===== config.mk =====
export PLATFORM = sky130hd
export DESIGN_NAME = uart_alu_interface
export DESIGN_NICKNAME = d
export VERILOG_FILES = /design/src/rtl/uart_pkg.sv /design/src/rtl/uart_alu_interface.sv
export SDC_FILE = /design/constraint.sdc
export NUM_CORES = 1
export LEC_CHECK = 0
export ABC_CLOCK_PERIOD_IN_PS = 1300
export BUFFER_PORTS_ARGS = -buffer_cell sky130_fd_sc_hd__buf_4
export CAP_MARGIN = 20
export CORE_MARGIN = 1.5
export CORE_UTILIZATION = 25
export DETAILED_ROUTE_END_ITERATION = 6
export GPL_TIMING_DRIVEN = 0
export PLACE_DENSITY = 0.45
export SYNTH_ARGS = -nofsm -noshare
export SYNTH_HDL_FRONTEND = slang
export SYNTH_SLANG_ARGS = --single-unit

===== constraint.sdc =====
create_clock -name clk -period 1.3 [get_ports clk]
set_input_delay 0.26 -clock clk [delete_from_list [all_inputs] [get_ports clk]]
set_output_delay 0.26 -clock clk [all_outputs]
set_load 0.05 [all_outputs]

===== src/rtl/uart_pkg.sv =====
// Shared UART/ALU definitions: opcodes, interface FSM states, opcode legality.
package uart_pkg;

    localparam int unsigned OPCODE_WIDTH = 6;

    localparam logic [OPCODE_WIDTH-1:0] OP_ADD = 6'h20;
    localparam logic [OPCODE_WIDTH-1:0] OP_SUB = 6'h22;
    localparam logic [OPCODE_WIDTH-1:0] OP_AND = 6'h24;
    localparam logic [OPCODE_WIDTH-1:0] OP_OR  = 6'h25;
    localparam logic [OPCODE_WIDTH-1:0] OP_XOR = 6'h26;
    localparam logic [OPCODE_WIDTH-1:0] OP_NOR = 6'h27;
    localparam logic [OPCODE_WIDTH-1:0] OP_SRA = 6'h03;
    localparam logic [OPCODE_WIDTH-1:0] OP_SRL = 6'h02;

    typedef enum logic [2:0] {
        WAIT_A  = 3'd0,
        WAIT_B  = 3'd1,
        WAIT_OP = 3'd2,
        EXEC    = 3'd3,
        SEND    = 3'd4
    } if_state_t;

    // True when op is one of the opcodes the ALU implements.
    function automatic logic is_legal_op(input logic [OPCODE_WIDTH-1:0] op);
        case (op)
            OP_ADD, OP_SUB, OP_AND, OP_OR,
            OP_XOR, OP_NOR, OP_SRA, OP_SRL: return 1'b1;
            default:                        return 1'b0;
        endcase
    endfunction

endpackage


===== src/rtl/uart_alu_interface.sv =====
// Collects A, B, opcode bytes from uart_rx, runs the ALU, hands the result to uart_tx.
module uart_alu_interface
    import uart_pkg::*;
#(
    parameter int unsigned DATA_WIDTH = 8,
    parameter int unsigned OP_WIDTH   = 6
) (
    input  logic                  clk,
    input  logic                  reset,
    input  logic [DATA_WIDTH-1:0] rx_data,
    input  logic                  rx_valid,
    output logic [DATA_WIDTH-1:0] alu_a,
    output logic [DATA_WIDTH-1:0] alu_b,
    output logic [OP_WIDTH-1:0]   alu_op,
    input  logic [DATA_WIDTH-1:0] alu_result,
    output logic [DATA_WIDTH-1:0] tx_data,
    output logic                  tx_start,
    input  logic                  tx_busy,
    output logic                  op_err,
    output logic                  overrun
);

    if_state_t             state, state_d;
    logic                  rx_valid_q;
    logic                  rx_evt_c;
    logic [OP_WIDTH-1:0]   op_c;
    logic [DATA_WIDTH-1:0] result_reg, result_d;
    logic [DATA_WIDTH-1:0] alu_a_d, alu_b_d, tx_data_d;
    logic [OP_WIDTH-1:0]   alu_op_d;
    logic                  tx_start_d, op_err_d, overrun_d;

    // A held rx_valid level counts as a single byte: only its rising edge matters.
    assign rx_evt_c = rx_valid & ~rx_valid_q;
    assign op_c     = rx_data[OP_WIDTH-1:0];

    // State and output registers; reset wins over everything.
    always_ff @(posedge clk) begin
        if (reset) begin
            state      <= WAIT_A;
            rx_valid_q <= 1'b0;
            alu_a      <= '0;
            alu_b      <= '0;
            alu_op     <= '0;
            result_reg <= '0;
            tx_data    <= '0;
            tx_start   <= 1'b0;
            op_err     <= 1'b0;
            overrun    <= 1'b0;
        end else begin
            state      <= state_d;
            rx_valid_q <= rx_valid;
            alu_a      <= alu_a_d;
            alu_b      <= alu_b_d;
            alu_op     <= alu_op_d;
            result_reg <= result_d;
            tx_data    <= tx_data_d;
            tx_start   <= tx_start_d;
            op_err     <= op_err_d;
            overrun    <= overrun_d;
        end
    end

    // Next-state and next-output logic; pulses default low, data defaults to hold.
    always_comb begin
        state_d    = state;
        alu_a_d    = alu_a;
        alu_b_d    = alu_b;
        alu_op_d   = alu_op;
        result_d   = result_reg;
        tx_data_d  = tx_data;
        tx_start_d = 1'b0;
        op_err_d   = 1'b0;
        overrun_d  = overrun;
        case (state)
            WAIT_A: begin
                if (rx_evt_c) begin
                    alu_a_d = rx_data;
                    state_d = WAIT_B;
                end
            end
            WAIT_B: begin
                if (rx_evt_c) begin
                    alu_b_d = rx_data;
                    state_d = WAIT_OP;
                end
            end
            WAIT_OP: begin
                if (rx_evt_c) begin
                    if (is_legal_op(OPCODE_WIDTH'(op_c))) begin
                        alu_op_d = op_c;
                        state_d  = EXEC;
                    end else begin
                        op_err_d = 1'b1;
                        state_d  = WAIT_A;
                    end
                end
            end
            EXEC: begin
                // One cycle for the ALU to settle on the freshly registered opcode.
                result_d = alu_result;
                state_d  = SEND;
                if (rx_evt_c) overrun_d = 1'b1;
            end
            SEND: begin
                if (rx_evt_c) overrun_d = 1'b1;
                if (!tx_busy) begin
                    tx_data_d  = result_reg;
                    tx_start_d = 1'b1;
                    state_d    = WAIT_A;
                end
            end
            default: state_d = WAIT_A;
        endcase
    end

endmodule


==> results.sh, run 1 <==
export IMPL_status="complete, but fails checks"
export IMPL_violations="negative setup slack"
export IMPL_synthFlopType="dfxtp_1"
export IMPL_fin_crit_ns=1.306
export IMPL_clock_path_buffers=2
export IMPL_path_clk_slew_ns=0.08
export IMPL_antenna_found_initial=0
export IMPL_power_uw=2771
export IMPL_fp_dieH_um=88.25
export IMPL_cp_common_cell="buf_6"
export IMPL_yosysWarnings=0
export IMPL_cts_num_sinks=45
export IMPL_setup_viol=4
export IMPL_syn_nets=216
export IMPL_pwr_share_clk_pct=31.9
export IMPL_synth_seq_area_share_pct=49.59
export IMPL_gp_congestion=0.7412
export IMPL_crit_path_end_kind="flop"
export IMPL_final_max_slew_viol_count=0
export IMPL_root_buffer="clkbuf_8"
export IMPL_initial_core_util_pct=26.30
export IMPL_io_buffers=50
export IMPL_syn_mean_instance_area_sq_um=9.269
export IMPL_grt_overflow_total=0
export IMPL_hold_viol=0
export IMPL_grt_pass1_wl_um=7403
export IMPL_skew_ns=0.007770
export IMPL_max_freq_mhz=765.6
export IMPL_power_frac_seq_pct=51.8
export IMPL_totalWireLength_um=4805
export IMPL_final_cell_mix="buf_4, dfxtp_1, a21oi_1"
export IMPL_fillers=747
export IMPL_r2r_end="alu_op[5]$_SDFFE_PP0P_"
export IMPL_vias=1589
export IMPL_first_iter_violations=48
export IMPL_rows=30
export IMPL_cellPowerDensity_mw_per_mm2=1122
export IMPL_comb_power_share_pct=16.3
export IMPL_arrival_ns=1.53
export IMPL_cp_startpoint="state[1]$_SDFFE_PP0P_"
export IMPL_reg2reg_from="state[1]$_SDFFE_PP0P_"
export IMPL_path_delay_family="flip-flops"
export IMPL_ys_seq_elements=45
export IMPL_switching_share_pct=27.76
export IMPL_intPower_uw=2001
export IMPL_min_path_type="input port to flop"
export IMPL_netlist_instances=196
export IMPL_synth_area_sq_mm=0.001817
export IMPL_async_flop_share_pct=0
export IMPL_holdWs_ns=0.2005
export IMPL_firstDrtPassIters=4
export IMPL_timing_final_ws_setup_ns=-0.006249
export IMPL_critPathMaxFanout=10
export IMPL_dp_hpwl_um=3316
export IMPL_fin_nets=276
export IMPL_rrSetupSlack_ns=-0.006
export IMPL_crit_required_ns=1.53
export IMPL_critPathKind="flop to flop"
export IMPL_vias_per_cell=4.514
export IMPL_p_leak_uw=0.0009402
export IMPL_layout_drive_gt1_share_pct=31.64
export IMPL_cts_hold_buf=0
export IMPL_htreeDepth=2
export IMPL_grt_setup_unrepaired="true"
export IMPL_grt_util_all_layers_pct=12.68
export IMPL_synthToLayoutAreaGrowth_pct=35.88
export IMPL_pin_count=53
export IMPL_synth_edf_count=0
export IMPL_switchingPower_uw=769.2
export IMPL_worst_path_buf_inv=2
export IMPL_cts_tree="yes"
export IMPL_worst_r2r_cell_count=5
export IMPL_cpMaxStageDelayCell="dfxtp_1"
export IMPL_crit_cells=5
export IMPL_cts_buffers=5
export IMPL_slew_limit_headroom_pct=63.93
export IMPL_worstSetupStartpointType="flop"
export IMPL_synth_cell_types=30
export IMPL_dp_slack_ns=-0.1563
export IMPL_diodes=0
export IMPL_fin_crit_sh_pct=100.5
export IMPL_worstMarginPinSlew_ns=0.5411
export IMPL_core_area_sq_mm=0.006907
export IMPL_clk_latency_ns=0.30
export IMPL_endpoint="alu_op[5]$_SDFFE_PP0P_"
export IMPL_critical_path_max_stage_delay_ns=0.33
export IMPL_wl_per_cell_um=13.65
export IMPL_ant_nets=0
export IMPL_vdd_ir_drop_max_v=0.0002978
export IMPL_fp_dieW_um=88.25
export IMPL_drc=0
export IMPL_mostFrequentLayoutCell="buf_4"
export IMPL_dieArea_sq_mm=0.007787
export IMPL_drv_cap=0
export IMPL_grt_pass1_vias=1449
export IMPL_crit_chain="buf_6 -> nor4b_4 -> o2111a_1 -> buf_6 -> mux2i_1"
export IMPL_grt_max_degree=17
==> synth_stat cells (4+ instances only) <==
cell,n,share of area (%)
a21oi_1,26,7.2
buf_4,4,1.7
clkbuf_1,6,1.2
dfxtp_1,45,50
mux2i_1,14,7.7
nand2_1,16,3.3
nand2b_1,9,3.1
nand3_1,16,4.4
nor2_1,13,2.7
nor2b_1,5,1.7
nor3b_1,4,1.7
o21ai_0,12,3.3
o21ai_1,5,1.4
==> cell families after synthesis <==
kind of cell	Yosys count	synth area share, %
muxes	14	7.713
DFF	45	49.59
and+or+nand+nor	72	22.87
AOI/OAI and AO/OA	49	14.67
buffers and inverters	16	5.165
==> repair_timing <==
action                     4_1_cts  5_1_grt
setup buffers                    4        1
gates cloned                     0        1
resized for setup               10       14
setup endpoints to repair       40       32
pin swaps                        5        1
==> tightest hold or removal path, stage by stage <==
cell     delay [ns]
buf_4          0.08
mux2i_1        0.05
nor2_1         0.07
==> power groups by stage <==
stage	Clock, uW	Sequential (uW)	Combinational [uW]
floorplan	0	1560	179
global route	980	1440	485
finish	883	1440	452
global placement	0	1470	429
detailed placement	0	1470	428
CTS	918	1430	438
==> area by class of cell <==
| class | instances | area, sq um | share of cell area (%) |
|---|---|---|---|
| tap | 96 | 120.1 | 4.866 |
| sequential | 45 | 907.1 | 36.75 |
| inverter | 1 | 3.754 | 0.1521 |
| timing repair buffer | 56 | 417.9 | 16.93 |
| buffer | 12 | 90.09 | 3.649 |
| clock buffer | 7 | 86.33 | 3.497 |
| multi-input combinational | 135 | 843.3 | 34.16 |
==> worst min path at each step <==
stage | startpoint | end | slack, ns | cells after the start
after floorplan | rx_valid | rx_valid_q$_SDFF_PP0_ | 0.39 | 1
after global placement | result_reg[1]$_SDFFE_PP0P_ | tx_data[1]$_SDFFE_PP0P_ | 0.44 | 2
after detailed placement | result_reg[7]$_SDFFE_PP0P_ | tx_data[7]$_SDFFE_PP0P_ | 0.44 | 2
after CTS | alu_result[1] | result_reg[1]$_SDFFE_PP0P_ | 0.19 | 3
after global routing | alu_result[6] | result_reg[6]$_SDFFE_PP0P_ | 0.19 | 3
final | alu_result[0] | result_reg[0]$_SDFFE_PP0P_ | 0.20 | 3
==> routing by layer <==
metal / wire [um] / track usage, % / vias to the layer above
li1: - / - / 800
met1: 2243 / 17.01 / 749
met2: 2279 / 19.22 / 35
met3: 204 / 3.638 / 5
met4: 77 / 5.114 / 0
met5: 0 / 0 / -
==> through the flow <==
stage	area [sq um]	cells	utilization [%]	TNS [ns]
detailed placement	2316	342	33.53	-3.944
global placement	2316	342	33.53	-3.551
finish	2469	352	35.74	-0.01323
CTS	2430	350	35.18	-0.03854
global route	2469	352	35.74	-0.7865
floorplan	1821	196	-	0
(Power assumes the default switching activity.)
==> run 2, diff against run 1 <==
--- a/config.mk
+++ b/config.mk
@@ -5,6 +5,7 @@
 export SDC_FILE = /design/constraint.sdc
 export NUM_CORES = 1
 export LEC_CHECK = 0
+export ABC_AREA = 1
 export ABC_CLOCK_PERIOD_IN_PS = 1300
 export BUFFER_PORTS_ARGS = -buffer_cell sky130_fd_sc_hd__buf_4
 export CAP_MARGIN = 20
==> run 2 against run 1 <==
The run now ends clean. Setup slack improved by 0.097 ns. Power rose by 21%. Design area rose by 0.46%. Register-to-register slack improved by 0.097 ns. Synthesized area fell by 3.4%. Largest power group unchanged. Highest routed layer unchanged.
==> results.sh, run 2 <==
export IMPL_status="complete, no violations"
export IMPL_ys_seq_elements=45
export IMPL_pin_count=53
export IMPL_yosysTopAreaCell="dfxtp_1"
export IMPL_stdcell_count=386
export IMPL_holdWs_ns=0.1386
export IMPL_arrival_ns=1.40
export IMPL_reg2reg_from="state[0]$_SDFFE_PP0P_"
export IMPL_final_cell_mix="buf_4, nor2_1, dfxtp_1"
export IMPL_path_clk_slew_ns=0.08
export IMPL_intPower_uw=2429
export IMPL_diodes=0
export IMPL_highest_layer="met4"
export IMPL_synthXorXnorAreaFrac_pct=0
export IMPL_cts_tree="yes"
export IMPL_final_max_slew_viol_count=0
export IMPL_drv_cap=0
export IMPL_placed_area_sq_mm=0.002266
export IMPL_totalWireLength_um=4266
export IMPL_seqCellArea_sq_um=905.9
export IMPL_grt_pass1_wl_um=6962
export IMPL_worstMarginPinSlew_ns=0.4338
export IMPL_dp_hpwl_um=3157
export IMPL_mostFrequentLayoutCell="buf_4"
export IMPL_cts_num_sinks=45
export IMPL_min_path_cells=2
export IMPL_multi_input_area_sq_um=721.9
export IMPL_io_buffers=52
export IMPL_grt_overflow_total=0
export IMPL_dieArea_sq_mm=0.007533
export IMPL_root_buffer="clkbuf_8"
export IMPL_synthMuxAreaShare_pct=0
export IMPL_async_flop_share_pct=0
export IMPL_syn_mean_instance_area_sq_um=7.837
export IMPL_switching_share_pct=27.40
export IMPL_first_iter_violations=28
export IMPL_initial_core_util_pct=25.84
export IMPL_clock_path_buffers=2
export IMPL_vias=1593
export IMPL_fillers=758
export IMPL_crit_required_ns=1.50
export IMPL_synth_top_family_by_area="simple AND/OR/NAND/NOR gates"
export IMPL_fp_dieW_um=86.80
export IMPL_synthAdderAreaFrac_pct=0
export IMPL_switchingPower_uw=917.0
export IMPL_grt_util_all_layers_pct=12.05
export IMPL_drc=0
export IMPL_grt_max_degree=15
export IMPL_tns_ns=0
export IMPL_yosysTopAreaCellShare_pct=51.32
export IMPL_slew_limit_headroom_pct=71.08
export IMPL_fin_crit_sh_pct=93.03
export IMPL_wl_met1_um=2036
export IMPL_fin_crit_ns=1.209
export IMPL_synth_cell_types=19
export IMPL_synth_seq_area_share_pct=51.32
export IMPL_yosysWarnings=0
export IMPL_antenna_found_initial=0
export IMPL_synthFlopType="dfxtp_1"
export IMPL_vias_per_cell=4.127
export IMPL_cts_hold_buf=0
export IMPL_wl_per_cell_um=11.05
export IMPL_setup_viol=0
export IMPL_layout_drive_gt1_share_pct=31.72
export IMPL_yosys_area_share_simple_pct=25.37
export IMPL_synthToLayoutAreaGrowth_pct=41.27
export IMPL_gp_congestion=0.7411
export IMPL_synth_edf_count=0
export IMPL_cp_startpoint="state[0]$_SDFFE_PP0P_"
export IMPL_skew_ns=0.006922
export IMPL_htreeDepth=2
export IMPL_cts_buffers=5
export IMPL_grt_pass1_vias=1478
export IMPL_clk_latency_ns=0.30
export IMPL_synth_compound_area_share_pct=14.26
export IMPL_critPathMaxFanout=6
export IMPL_fin_area_sq_mm=0.002480
export IMPL_max_freq_mhz=826.9
export IMPL_synthTopCellsByCount="dfxtp_1, nor2_1, nand2_1, o21ai_0, a21oi_1"
export IMPL_pwr_share_clk_pct=37.3
export IMPL_syn_nets=244
export IMPL_worstHoldStart="reset"
export IMPL_ant_nets=0
export IMPL_fin_nets=309
export IMPL_vdd_ir_drop_max_v=0.0006318
export IMPL_cellPowerDensity_mw_per_mm2=1349
export IMPL_firstDrtPassIters=4
export IMPL_worstSetupStartpointType="flop"
export IMPL_fin_util_pct=36.50
export IMPL_power_frac_seq_pct=44.7
export IMPL_min_path_type="input port to flop"
export IMPL_netlist_top_cells_area="dfxtp_1, nor2_1, o21ai_0"
export IMPL_synth_area_sq_mm=0.001755
export IMPL_route_met3_wl_um=156
export IMPL_wl_met2_um=2017
export IMPL_hold_viol=0
export IMPL_crit_path_end_kind="flop"
export IMPL_comb_power_share_pct=18.1
export IMPL_worst_r2r_cell_count=6
export IMPL_dpl_cell_count=372
export IMPL_critPathKind="flop to flop"
export IMPL_netlist_instances=224
export IMPL_fp_dieH_um=86.80
export IMPL_p_leak_uw=0.001123
export IMPL_core_area_sq_mm=0.006794
export IMPL_rows=30
[run 2: cell types whose count changed after synthesis, sizes merged, moves of 9 or more]
| cell | change |
|---|---|
| mux2i | -14 |
| nand2 | +16 |
| o21ai | +9 |
| nor2 | +36 |
| inv | +21 |
| nand2b | -9 |
[run 2: path summary, 6_finish.rpt]
| path | to | slack, ns |
|---|---|---|
| worst max-delay path | alu_op[3]$_SDFFE_PP0P_ | 0.09 |
| worst min-delay path | overrun$_SDFFE_PP0P_ | 0.14 |
| worst max register to register | alu_op[3]$_SDFFE_PP0P_ | 0.09 |
| worst min register to register | overrun$_SDFFE_PP0P_ | 0.45 |
[run 2: power by group through the flow]
stage	Clock, uW	Sequential, uW	Combinational, uW
after floorplan	0	1680	215
after global placement	0	1530	560
after detailed placement	0	1530	563
after CTS	1280	1490	568
after global routing	1350	1500	657
final	1250	1490	605
[run 2: critical path, stage by stage, from the launching register on]
cell and delay [ns]:
dfxtp_1 0.32, inv_2 0.10, nand2_1 0.10, nor2_4 0.19, nand4_1 0.10, buf_4 0.17, and3_1 0.13
[run 2: layer usage]
metal | up-vias | global-route usage [%]
li1 | 848 | -
met1 | 712 | 15.91
met2 | 29 | 19.03
met3 | 4 | 3.238
met4 | 0 | 3.959
met5 | - | 0
[run 2: per-stage QoR]
step	setup WS (ns)	power [uW]
after floorplan	0.1434	1898
after global placement	-0.1670	2086
after detailed placement	-0.1851	2089
after CTS	0.01035	3344
after global routing	-0.01289	3510
final	0.09065	3346
[run 2: layout make-up]
cell class / instances / share of cell area [%]
flip-flops and latches: 45 / 36.53
multi-input cells: 147 / 29.11
repair buffers: 58 / 17.56
well taps: 96 / 4.844
inverters: 25 / 3.935
clock buffers: 5 / 2.775
clock inverters: 3 / 2.624
plain buffers: 7 / 2.624
[run 2: what timing repair did]
action | CTS | global route
setup endpoints to repair | 26 | 35
pin swaps | 1 | 3
setup buffers | 1 | 5
resized for setup | 3 | 10
[run 2: cell families after synthesis]
logic type	count (synthesis)
and+or+nand+nor	100
buffers and inverters	32
DFF	45
AOI/OAI and AO/OA	47
==> run 3, diff against run 2 <==
--- a/config.mk
+++ b/config.mk
@@ -5,15 +5,14 @@
 export SDC_FILE = /design/constraint.sdc
 export NUM_CORES = 1
 export LEC_CHECK = 0
-export ABC_AREA = 1
 export ABC_CLOCK_PERIOD_IN_PS = 1300
-export BUFFER_PORTS_ARGS = -buffer_cell sky130_fd_sc_hd__buf_4
 export CAP_MARGIN = 20
 export CORE_MARGIN = 1.5
 export CORE_UTILIZATION = 25
 export DETAILED_ROUTE_END_ITERATION = 6
+export DONT_BUFFER_PORTS = 1
 export GPL_TIMING_DRIVEN = 0
-export PLACE_DENSITY = 0.45
+export PLACE_DENSITY = 0.39
 export SYNTH_ARGS = -nofsm -noshare
 export SYNTH_HDL_FRONTEND = slang
 export SYNTH_SLANG_ARGS = --single-unit
==> run 3 against run 2 <==
The flow now finishes with violations (negative setup slack). Register-to-register slack got worse by 0.09 ns. Design area decreased by 12%. Wire length increased by 11%. Sequential power increased by 3%. Via count decreased by 11%. Final cell count decreased by 20%. Clock skew about the same. Largest power group unchanged.
==> results.sh, run 3 (synthesis results as in run 1) <==
export IMPL_totalWireLength_um=4714
export IMPL_power_uw=2736
export IMPL_endpoint="alu_op[2]$_SDFFE_PP0P_"
export IMPL_setup_viol=2
export IMPL_grt_util_all_layers_pct=12.15
export IMPL_path_clk_slew_ns=0.09
export IMPL_vias_per_cell=4.616
export IMPL_dp_slack_ns=-0.1668
export IMPL_io_buffers=0
export IMPL_core_area_sq_mm=0.006907
export IMPL_grt_max_degree=16
export IMPL_drc=0
export IMPL_dieArea_sq_mm=0.007787
export IMPL_grt_pass1_vias=1325
export IMPL_pin_count=53
export IMPL_tns_ns=-0.004419
export IMPL_intPower_uw=1925
export IMPL_firstDrtPassIters=4
export IMPL_ant_nets=0
export IMPL_fin_nets=230
export IMPL_status="complete, but fails checks"
export IMPL_cts_num_sinks=45
export IMPL_hold_viol=0
export IMPL_worstSetupStartpointType="flop"
export IMPL_cellPowerDensity_mw_per_mm2=1258
export IMPL_dp_hpwl_um=3236
export IMPL_mostFrequentLayoutCell="dfxtp_1"
export IMPL_diodes=0
export IMPL_crit_required_ns=1.53
export IMPL_p_leak_uw=0.0007113
export IMPL_r2r_end="alu_op[2]$_SDFFE_PP0P_"
export IMPL_clock_path_buffers=2
export IMPL_grt_pass1_wl_um=7107
export IMPL_comb_power_share_pct=11.0
export IMPL_cpMaxStageDelayCell="dfxtp_2"
export IMPL_wl_per_cell_um=15.36
export IMPL_worst_r2r_cell_count=5
export IMPL_path_delay_family="flip-flops"
export IMPL_critPathMaxFanout=9
export IMPL_layout_drive_gt1_share_pct=21.33
export IMPL_fin_crit_sh_pct=100.2
export IMPL_reg2reg_from="state[0]$_SDFFE_PP0P_"
export IMPL_switchingPower_uw=811.1
export IMPL_critical_path_max_stage_delay_ns=0.34
export IMPL_critPathKind="flop to flop"
export IMPL_drv_cap=0
export IMPL_grt_overflow_total=0
export IMPL_htreeDepth=2
export IMPL_timing_final_ws_setup_ns=-0.003195
export IMPL_worstMarginPinSlew_ns=0.5778
export IMPL_clk_latency_ns=0.30
export IMPL_cp_startpoint="state[0]$_SDFFE_PP0P_"
export IMPL_vdd_ir_drop_max_v=0.0004565
export IMPL_fp_dieW_um=88.25
export IMPL_min_path_type="input port to flop"
export IMPL_crit_path_end_kind="flop"
export IMPL_cts_hold_buf=0
export IMPL_pwr_share_clk_pct=32.9
export IMPL_final_cell_mix="dfxtp_1, a21oi_1, nand3_1, nand2_1, mux2i_1"
export IMPL_crit_cells=5
export IMPL_fillers=775
export IMPL_synthToLayoutAreaGrowth_pct=19.70
export IMPL_power_frac_seq_pct=56.1
export IMPL_final_max_slew_viol_count=0
export IMPL_seqCellArea_sq_um=907.1
export IMPL_fin_crit_ns=1.303
export IMPL_violations="negative setup slack"
export IMPL_max_freq_mhz=767.3
export IMPL_vias=1417
export IMPL_rrSetupSlack_ns=-0.003
export IMPL_slew_limit_headroom_pct=61.48
export IMPL_gp_congestion=0.7153
export IMPL_skew_ns=0.006602
export IMPL_grt_setup_unrepaired="true"
export IMPL_initial_core_util_pct=26.30
export IMPL_first_iter_violations=73
export IMPL_switching_share_pct=29.64
export IMPL_arrival_ns=1.54
export IMPL_antenna_found_initial=0
export IMPL_root_buffer="clkbuf_8"
export IMPL_rows=30
export IMPL_multi_input_area_sq_um=878.3
export IMPL_worst_path_buf_inv=2
export IMPL_fp_dieH_um=88.25
export IMPL_cts_buffers=5
export IMPL_cts_tree="yes"
export IMPL_crit_chain="buf_8 -> nor4b_4 -> o2111a_1 -> buf_6 -> mux2i_1"
run 3: changes by cell type in the layout (fill, tap and decap cells not counted), sizes merged, moves of 9 or more:
cell    before  now
buf         62   16
o21ai       26   17
inv         23    1
nor2        49   13
mux2i        0   14
nand2       32   16
nand2b       0    9
run 3: cell type report:
cell class | instances | share of cell area (%)
sequential | 45 | 41.71
clock inverter | 3 | 1.036
inverter | 1 | 0.1726
clock buffer | 5 | 3.165
buffer | 13 | 4.718
multi-input combinational | 135 | 40.39
timing repair buffer | 9 | 3.280
tap | 96 | 5.524
run 3: what timing repair did:
item | in CTS | in global routing
gates resized for setup | 23 | 13
cloned | 1 | 0
buffers inserted | 5 | 3
pin swaps | 14 | 10
endpoints found under the setup margin | 40 | 39
run 3: worst register-to-register path, delay by kind of cell, from the launching register on:
family                 cells  cell delay, ns
buffers and inverters      2            0.27
AO/OA/AOI/OAI              1            0.22
AND/OR/NAND/NOR            1            0.24
multiplexers               1            0.18
flip-flops                 1            0.34
run 3: worst min path at each step:
| stage | startpoint | endpoint | slack [ns] | cells past startpoint |
|---|---|---|---|---|
| final | rx_valid | rx_valid_q$_SDFF_PP0_ | 0.09 | 1 |
| after global routing | rx_valid | rx_valid_q$_SDFF_PP0_ | 0.08 | 1 |
| after floorplan | rx_valid | rx_valid_q$_SDFF_PP0_ | 0.39 | 1 |
| after global placement | rx_valid | rx_valid_q$_SDFF_PP0_ | 0.39 | 1 |
| after CTS | rx_valid | rx_valid_q$_SDFF_PP0_ | 0.08 | 1 |
| after detailed placement | rx_valid | rx_valid_q$_SDFF_PP0_ | 0.40 | 1 |
run 3: through the flow:
stage          cells  util [%]  cell area, sq um  hold WS [ns]
3_3_place_gp     292     28.10              1941        0.3912
5_1_grt          307     31.49              2175       0.08485
2_1_floorplan    196         -              1821        0.3882
6_report         307     31.49              2175       0.09225
3_5_place_dp     292     28.10              1941        0.3972
4_1_cts          304     30.58              2112       0.08274
run 3: power groups by stage:
stage / clock network [uW] / logic [uW] / registers [uW]
6_report: 899 / 302 / 1540
3_3_place_gp: 0 / 238 / 1560
4_1_cts: 937 / 283 / 1530
5_1_grt: 1000 / 331 / 1540
2_1_floorplan: 0 / 179 / 1560
3_5_place_dp: 0 / 238 / 1570
run 3: routing by layer:
metal  up-vias  track usage, %  share of wire [%]
met1       661           16.07                 45
met5         -               0                  0
met3         5           4.478                8.0
met2        47           18.39                 46
li1        704               -                  -
met4         0           3.977               0.76
